===== config.mk =====
export PLATFORM = sky130hd
export DESIGN_NAME = huffman_packer
export DESIGN_NICKNAME = d
export VERILOG_FILES = /design/src/rtl/huffman_pkg.sv /design/src/rtl/huffman_bitbuf.sv /design/src/rtl/huffman_packer.sv
export SDC_FILE = /design/constraint.sdc
export NUM_CORES = 1
export LEC_CHECK = 0
export CAP_MARGIN = 10
export CORE_ASPECT_RATIO = 2
export CORE_UTILIZATION = 48
export DETAILED_ROUTE_END_ITERATION = 10
export GPL_TIMING_DRIVEN = 0
export PLACE_DENSITY = 0.83
export SETUP_SLACK_MARGIN = 0.3
export SYNTH_ARGS = -nofsm -noshare
export SYNTH_HDL_FRONTEND = slang
export SYNTH_HIERARCHICAL = 1
export SYNTH_SLANG_ARGS = --single-unit

===== constraint.sdc =====
create_clock -name clk -period 3.4 [get_ports clk]
set_input_delay 0.68 -clock clk [delete_from_list [all_inputs] [get_ports clk]]
set_output_delay 0.68 -clock clk [all_outputs]
set_load 0.01 [all_outputs]

===== src/rtl/huffman_pkg.sv =====
// Shared types and constants for the 6-symbol Huffman coder stages.
package huffman_pkg;

  localparam int NUM_SYM = 6;
  localparam int CW      = 8;

  typedef enum logic [1:0] {IDLE, RUN, FLUSH} state_t;

  typedef struct packed {
    logic [3:0] len;
    logic [7:0] bits;
  } code_t;

  function automatic logic [3:0] popcount8(input logic [7:0] m);
    logic [3:0] n;
    n = '0;
    for (int i = 0; i < 8; i++) n = n + {3'b000, m[i]};
    return n;
  endfunction

endpackage


===== src/rtl/huffman_bitbuf.sv =====
// 16-bit left-aligned bit accumulator: codes append below the valid bits,
// whole bytes leave from the top.
module huffman_bitbuf
  import huffman_pkg::*;
(
  input  logic          clk,
  input  logic          reset,
  input  logic          i_append,
  input  logic [CW-1:0] i_code,
  input  logic [3:0]    i_len,
  input  logic          i_drain,
  input  logic          i_flush,
  output logic [7:0]    o_hi,
  output logic [3:0]    o_bc
);

  logic [15:0] r_buf;
  logic [3:0]  r_bc;
  logic [4:0]  w_shift;

  // bc + len never exceeds 15, so the shift is always at least 1.
  assign w_shift = 5'd16 - {1'b0, r_bc} - {1'b0, i_len};

  // NOTE: state registers use non-blocking assignment so every flop samples
  // the pre-edge values regardless of block ordering.
  always_ff @(posedge clk or posedge reset) begin
    if (reset) begin
      r_buf <= '0;
      r_bc  <= '0;
    end else if (i_flush) begin
      r_buf <= '0;
      r_bc  <= '0;
    end else if (i_drain) begin
      r_buf <= {r_buf[7:0], 8'h00};
      r_bc  <= r_bc - 4'd8;
    end else if (i_append) begin
      r_buf <= r_buf | ({8'h00, i_code} << w_shift);
      r_bc  <= r_bc + i_len;
    end
  end

  assign o_hi = r_buf[15:8];
  assign o_bc = r_bc;

endmodule


===== src/rtl/huffman_packer.sv =====
// Latches the Huffman code table, maps symbols to codes and packs them
// MSB-first into bytes on a valid/ready port, zero-padding the final byte.
module huffman_packer #(
  parameter int NUM_SYM = 6,
  parameter int CW      = 8
) (
  input  logic          clk,
  input  logic          reset,
  input  logic          code_valid,
  input  logic [CW-1:0] HC1, HC2, HC3, HC4, HC5, HC6,
  input  logic [CW-1:0] M1, M2, M3, M4, M5, M6,
  input  logic          sym_valid,
  input  logic [7:0]    sym_data,
  input  logic          sym_last,
  output logic          sym_ready,
  output logic          out_valid,
  output logic [7:0]    out_data,
  output logic          out_last,
  input  logic          out_ready,
  output logic [15:0]   nbytes,
  output logic          err
);
  import huffman_pkg::*;

  state_t        r_state;
  code_t         r_table [NUM_SYM];
  logic          r_out_valid, r_out_last, r_err, r_zero_pend;
  logic [7:0]    r_out_data;
  logic [15:0]   r_nbytes;

  logic [CW-1:0] w_hc [NUM_SYM];
  logic [CW-1:0] w_m  [NUM_SYM];
  logic [7:0]    w_hi;
  logic [3:0]    w_bc;
  logic [2:0]    w_idx;
  code_t         w_entry;
  logic          w_out_free, w_accept, w_legal, w_append, w_drain, w_flush, w_zero;

  assign w_hc[0] = HC1; assign w_hc[1] = HC2; assign w_hc[2] = HC3;
  assign w_hc[3] = HC4; assign w_hc[4] = HC5; assign w_hc[5] = HC6;
  assign w_m[0]  = M1;  assign w_m[1]  = M2;  assign w_m[2]  = M3;
  assign w_m[3]  = M4;  assign w_m[4]  = M5;  assign w_m[5]  = M6;

  assign w_legal    = (sym_data != 8'd0) && (sym_data <= 8'(NUM_SYM));
  assign w_idx      = sym_data[2:0] - 3'd1;
  assign w_out_free = !r_out_valid || out_ready;
  assign sym_ready  = (r_state == RUN) && (w_bc < 4'd8);
  assign w_accept   = sym_valid && sym_ready;
  assign w_append   = w_accept && w_legal;
  assign w_drain    = (w_bc >= 4'd8) && w_out_free;
  assign w_flush    = (r_state == FLUSH) && (w_bc != 4'd0) && (w_bc < 4'd8) && w_out_free;
  assign w_zero     = (r_state == FLUSH) && r_zero_pend && w_out_free;

  // NOTE: every combinational output gets a default before any branch so no
  // latch is inferred when the symbol is illegal.
  always_comb begin
    w_entry = '0;
    if (w_legal) w_entry = r_table[w_idx];
  end

  huffman_bitbuf u_bitbuf (
    .clk      (clk),
    .reset    (reset),
    .i_append (w_append),
    .i_code   (w_entry.bits),
    .i_len    (w_entry.len),
    .i_drain  (w_drain),
    .i_flush  (w_flush),
    .o_hi     (w_hi),
    .o_bc     (w_bc)
  );

  // NOTE: the code table is a handful of flops that must read as cleared
  // after reset, so unlike a RAM it is included in the async reset.
  always_ff @(posedge clk or posedge reset) begin
    if (reset) begin
      r_state     <= IDLE;
      for (int i = 0; i < NUM_SYM; i++) r_table[i] <= '0;
      r_out_valid <= 1'b0;
      r_out_data  <= '0;
      r_out_last  <= 1'b0;
      r_nbytes    <= '0;
      r_err       <= 1'b0;
      r_zero_pend <= 1'b0;
    end else begin
      if (r_out_valid && out_ready && r_nbytes != 16'hFFFF)
        r_nbytes <= r_nbytes + 16'd1;

      if (w_out_free) begin
        if (w_drain) begin
          r_out_valid <= 1'b1;
          r_out_data  <= w_hi;
          r_out_last  <= (r_state == FLUSH) && (w_bc == 4'd8);
        end else if (w_flush) begin
          r_out_valid <= 1'b1;
          r_out_data  <= w_hi;
          r_out_last  <= 1'b1;
        end else if (w_zero) begin
          r_out_valid <= 1'b1;
          r_out_data  <= 8'h00;
          r_out_last  <= 1'b1;
        end else begin
          r_out_valid <= 1'b0;
          r_out_last  <= 1'b0;
        end
      end

      if (w_accept && !w_legal) r_err <= 1'b1;

      case (r_state)
        IDLE: if (code_valid) begin
          for (int i = 0; i < NUM_SYM; i++) begin
            r_table[i].len  <= popcount8(w_m[i]);
            r_table[i].bits <= w_hc[i] & w_m[i];
          end
          r_nbytes <= '0;
          r_err    <= 1'b0;
          r_state  <= RUN;
        end
        RUN: if (w_accept && sym_last) begin
          // An illegal final symbol on an empty buffer still owes one byte.
          r_zero_pend <= !w_legal && (w_bc == 4'd0);
          r_state     <= FLUSH;
        end
        FLUSH: begin
          if (w_zero) r_zero_pend <= 1'b0;
          if (r_out_valid && r_out_last && out_ready) r_state <= IDLE;
        end
        default: r_state <= IDLE;
      endcase
    end
  end

  assign out_valid = r_out_valid;
  assign out_data  = r_out_data;
  assign out_last  = r_out_last;
  assign nbytes    = r_nbytes;
  assign err       = r_err;

endmodule


==> run metrics <==
commonest cells after routing, fill and taps aside=152 x nand2_1, 122 x dfrtp_1, 114 x clkdlybuf4s50_1; largest family of logic cells by synthesized area=simple AND/OR/NAND/NOR gates; skew final=around 8.8 ps; DP Wirelength=17300 um; fin worst setup slack=-418 ps; first-pass GRT wire length=37500 um; largest net degree at the start of global routing=41; Setup Slack @ Placement=-1420 ps; post-synth top area share=0.404; Clk Latency, worst-skew pair=430 ps; Core Region=15300 sq um; fill cell count=1057; drt first pass iters=5; DRT antenna net count=0; FFs w/ async S/R, synth=1.00; post-route non-filler standard cell count=~1200; Rows=64; Initial Util=0.494; sequential element share of the synthesized area=0.404; Synth Area in XOR/XNOR=0.0151; Cell Area, Synth=7550 sq um; failing checks=negative setup slack; share of cells above drive strength 1=0.218; Max Cap Viol=0; routed wire length=between 20000 and 25000 um; width of the die=between 90 and 100 um; flops & latches, synth=122; Clock transition at path regs=60 ps; RSZ-0062 raised after global routing=yes; routability cong.=0.919; Synth Area in Compound Gates=0.112; Vert. Die Dim=about 180 um; Warnings, synthesis=6; area leader, netlist=dfrtp_1; run status=complete, but fails checks; part of the cycle the worst path needs=1.12; reg-to-reg slack, setup=230 ps; vias per std cell=5.91; sequential standard cell area=3050 sq um; Worst setup SP type=input port; leakage=4.95 nW; Synth Instances=approximately 790; Total GRT Usage=0.308; syn avg cell area=9.58 sq um; Multi-input gate area=between 4000 and 5000 sq um; Setup Total Neg Slack=-4380 ps; drt wl/cell=about 21 um; mux cell area share after synthesis=0.0910; DR vias=7035; Setup-failing EPs final=16; Final Core Density=0.693; Syn Nets=955; die area=16300 sq um; Synth Area in Adders=0.119; number of library cell types mapped by synthesis=68; ranking of synthesized cells by area=dfrtp_1 40%, nand2_1 7.6%, fa_1 6.6%; post-layout minimum cycle time=3820 ps; Synth Area in Simple Gates=0.191; GR Overflow Total=0; Worst slew margin=0.465; Worst Hold Class=register to register; Ant. Diodes=0; worst-path maximum fanout=4; Clock Tree Root=clkbuf_16; TritonCTS Buffers=17; area grow syn2layout=40.4%; IO Port Bufs=136; clk buf depth=2; Main synth FF type=dfrtp_1; initial DRC count=539; Final Hold Viols=0; Req. time, crit path=3710 ps; Setup Crit Path Kind=input port to register; TritonCTS clock tree=done; Worst setup EP type=register; Max VDD drop=~0.54 mV; Worst Tran Pin Value=between 800 and 900 ps; initial antenna violation count=0; CTS sink cnt=122; Fmax=0.262 GHz; H-tree Lvls=4; Nets=1147; max-slew violation total from the final report=0; Hold Buf Count CTS=0; # DRC=0; CP arrival=4130 ps; vias in the first global route=7471; num ports=138; PD cells=696 nW/um^2; commonest non-fill, non-tap cell in the layout=nand2_1; Pwr Total=0.00738 W; Placed Cells=~1100; EDFF count, synth=0
-- report_power, final --
part / switching [W] / internal, W
combinational: 0.00189 / 0.00138
clock: 0.000767 / 0.00111
sequential: 0.000324 / 0.00191
total: 0.00298 / 0.00440
-- what timing repair did --
item,CTS,global route
setup buffers,26,8
setup endpoints to repair,33,29
gates resized for setup,125,37
pin swaps,52,32
-- registers in the layout (all words and copies together), names as in the netlist --
signal	flops
u_bitbuf/o_bc	4
r_table	72
out_valid	1
nbytes	16
out_last	1
r_zero_pend	1
r_state	2
u_bitbuf/r_buf	16
out_data	8
err	1
-- cell families (layout without fill, tap and decap cells) --
| logic type | Yosys count | in the layout |
|---|---|---|
| AOI/OAI and AO/OA | 113 | 113 |
| adders and majority gates | 57 | 57 |
| buffers and inverters | 122 | 327 |
| xor gates and xnor gates | 13 | 13 |
| DFF | 122 | 122 |
| muxes | 51 | 51 |
| and+or+nand+nor | 310 | 310 |
-- metal layers --
metal | track usage | part of all wire | wire [um] | up-vias
met4 | 0.263 | 0.086 | 2120 | 0
met5 | 0 | 0 | 0 | -
met2 | 0.583 | 0.56 | 13800 | 360
li1 | - | - | - | 3089
met1 | 0.283 | 0.31 | 7630 | 3432
met3 | 0.0460 | 0.043 | 1050 | 154
-- synth_stat cells (5+ instances only) --
| library cell | count |
|---|---|
| nand3_1 | 56 |
| nand2_1 | 152 |
| buf_2 | 7 |
| mux2i_1 | 29 |
| mux4_2 | 13 |
| o2bb2ai_1 | 12 |
| mux2_2 | 8 |
| o41ai_1 | 5 |
| a22o_1 | 20 |
| nor2b_1 | 6 |
| buf_4 | 9 |
| dfrtp_1 | 122 |
| xor2_1 | 8 |
| clkbuf_1 | 19 |
| a21oi_1 | 21 |
| nand4_1 | 6 |
| nand2b_1 | 9 |
| nor3_1 | 8 |
| inv_1 | 80 |
| nor2_1 | 35 |
| a211oi_1 | 6 |
| xnor2_1 | 5 |
| fa_1 | 25 |
| ha_1 | 32 |
| buf_1 | 5 |
| o21ai_0 | 19 |
-- worst paths after layout --
check	from	end	cells past startpoint
setup / recovery	sym_data[0]	u_bitbuf/r_buf[8]	20
hold / removal	r_table[49]	r_table[49]	2
setup reg to reg	r_table[69]	u_bitbuf/r_buf[8]	11
hold reg to reg	r_table[49]	r_table[49]	2
max in group asynchronous	reset	u_bitbuf/r_buf[12]	2
min in group asynchronous	reset	out_last	2
-- per-stage QoR --
step / hold slack, ps / area, sq um
global route: 491 / 10600
global placement: 444 / 9390
floorplan: 433 / 7780
finish: 466 / 10600
CTS: 466 / 10500
detailed placement: 452 / 9450
-- critical path: stages --
cell	delay, ps
buf_12	80
buf_12	100
buf_12	100
clkinv_8	50
ha_4	170
nand2b_1	80
nand4_1	120
buf_6	160
nand3b_1	280
clkbuf_8	230
o2bb2ai_4	190
ha_4	180
inv_4	40
ha_4	150
and3b_2	210
a311oi_4	360
mux2i_4	440
buf_6	170
a2111oi_2	40
a211o_1	280
-- final cells by class --
type / instances / share of cell area
well taps: 198 / 0.0234
clock inverters: 15 / 0.0166
multi-input cells: 544 / 0.416
repair buffers: 173 / 0.157
clock buffers: 17 / 0.0401
plain buffers: 42 / 0.0287
flip-flops and latches: 122 / 0.288
inverters: 80 / 0.0306
Note: power is estimated with default switching activity, not from simulation.
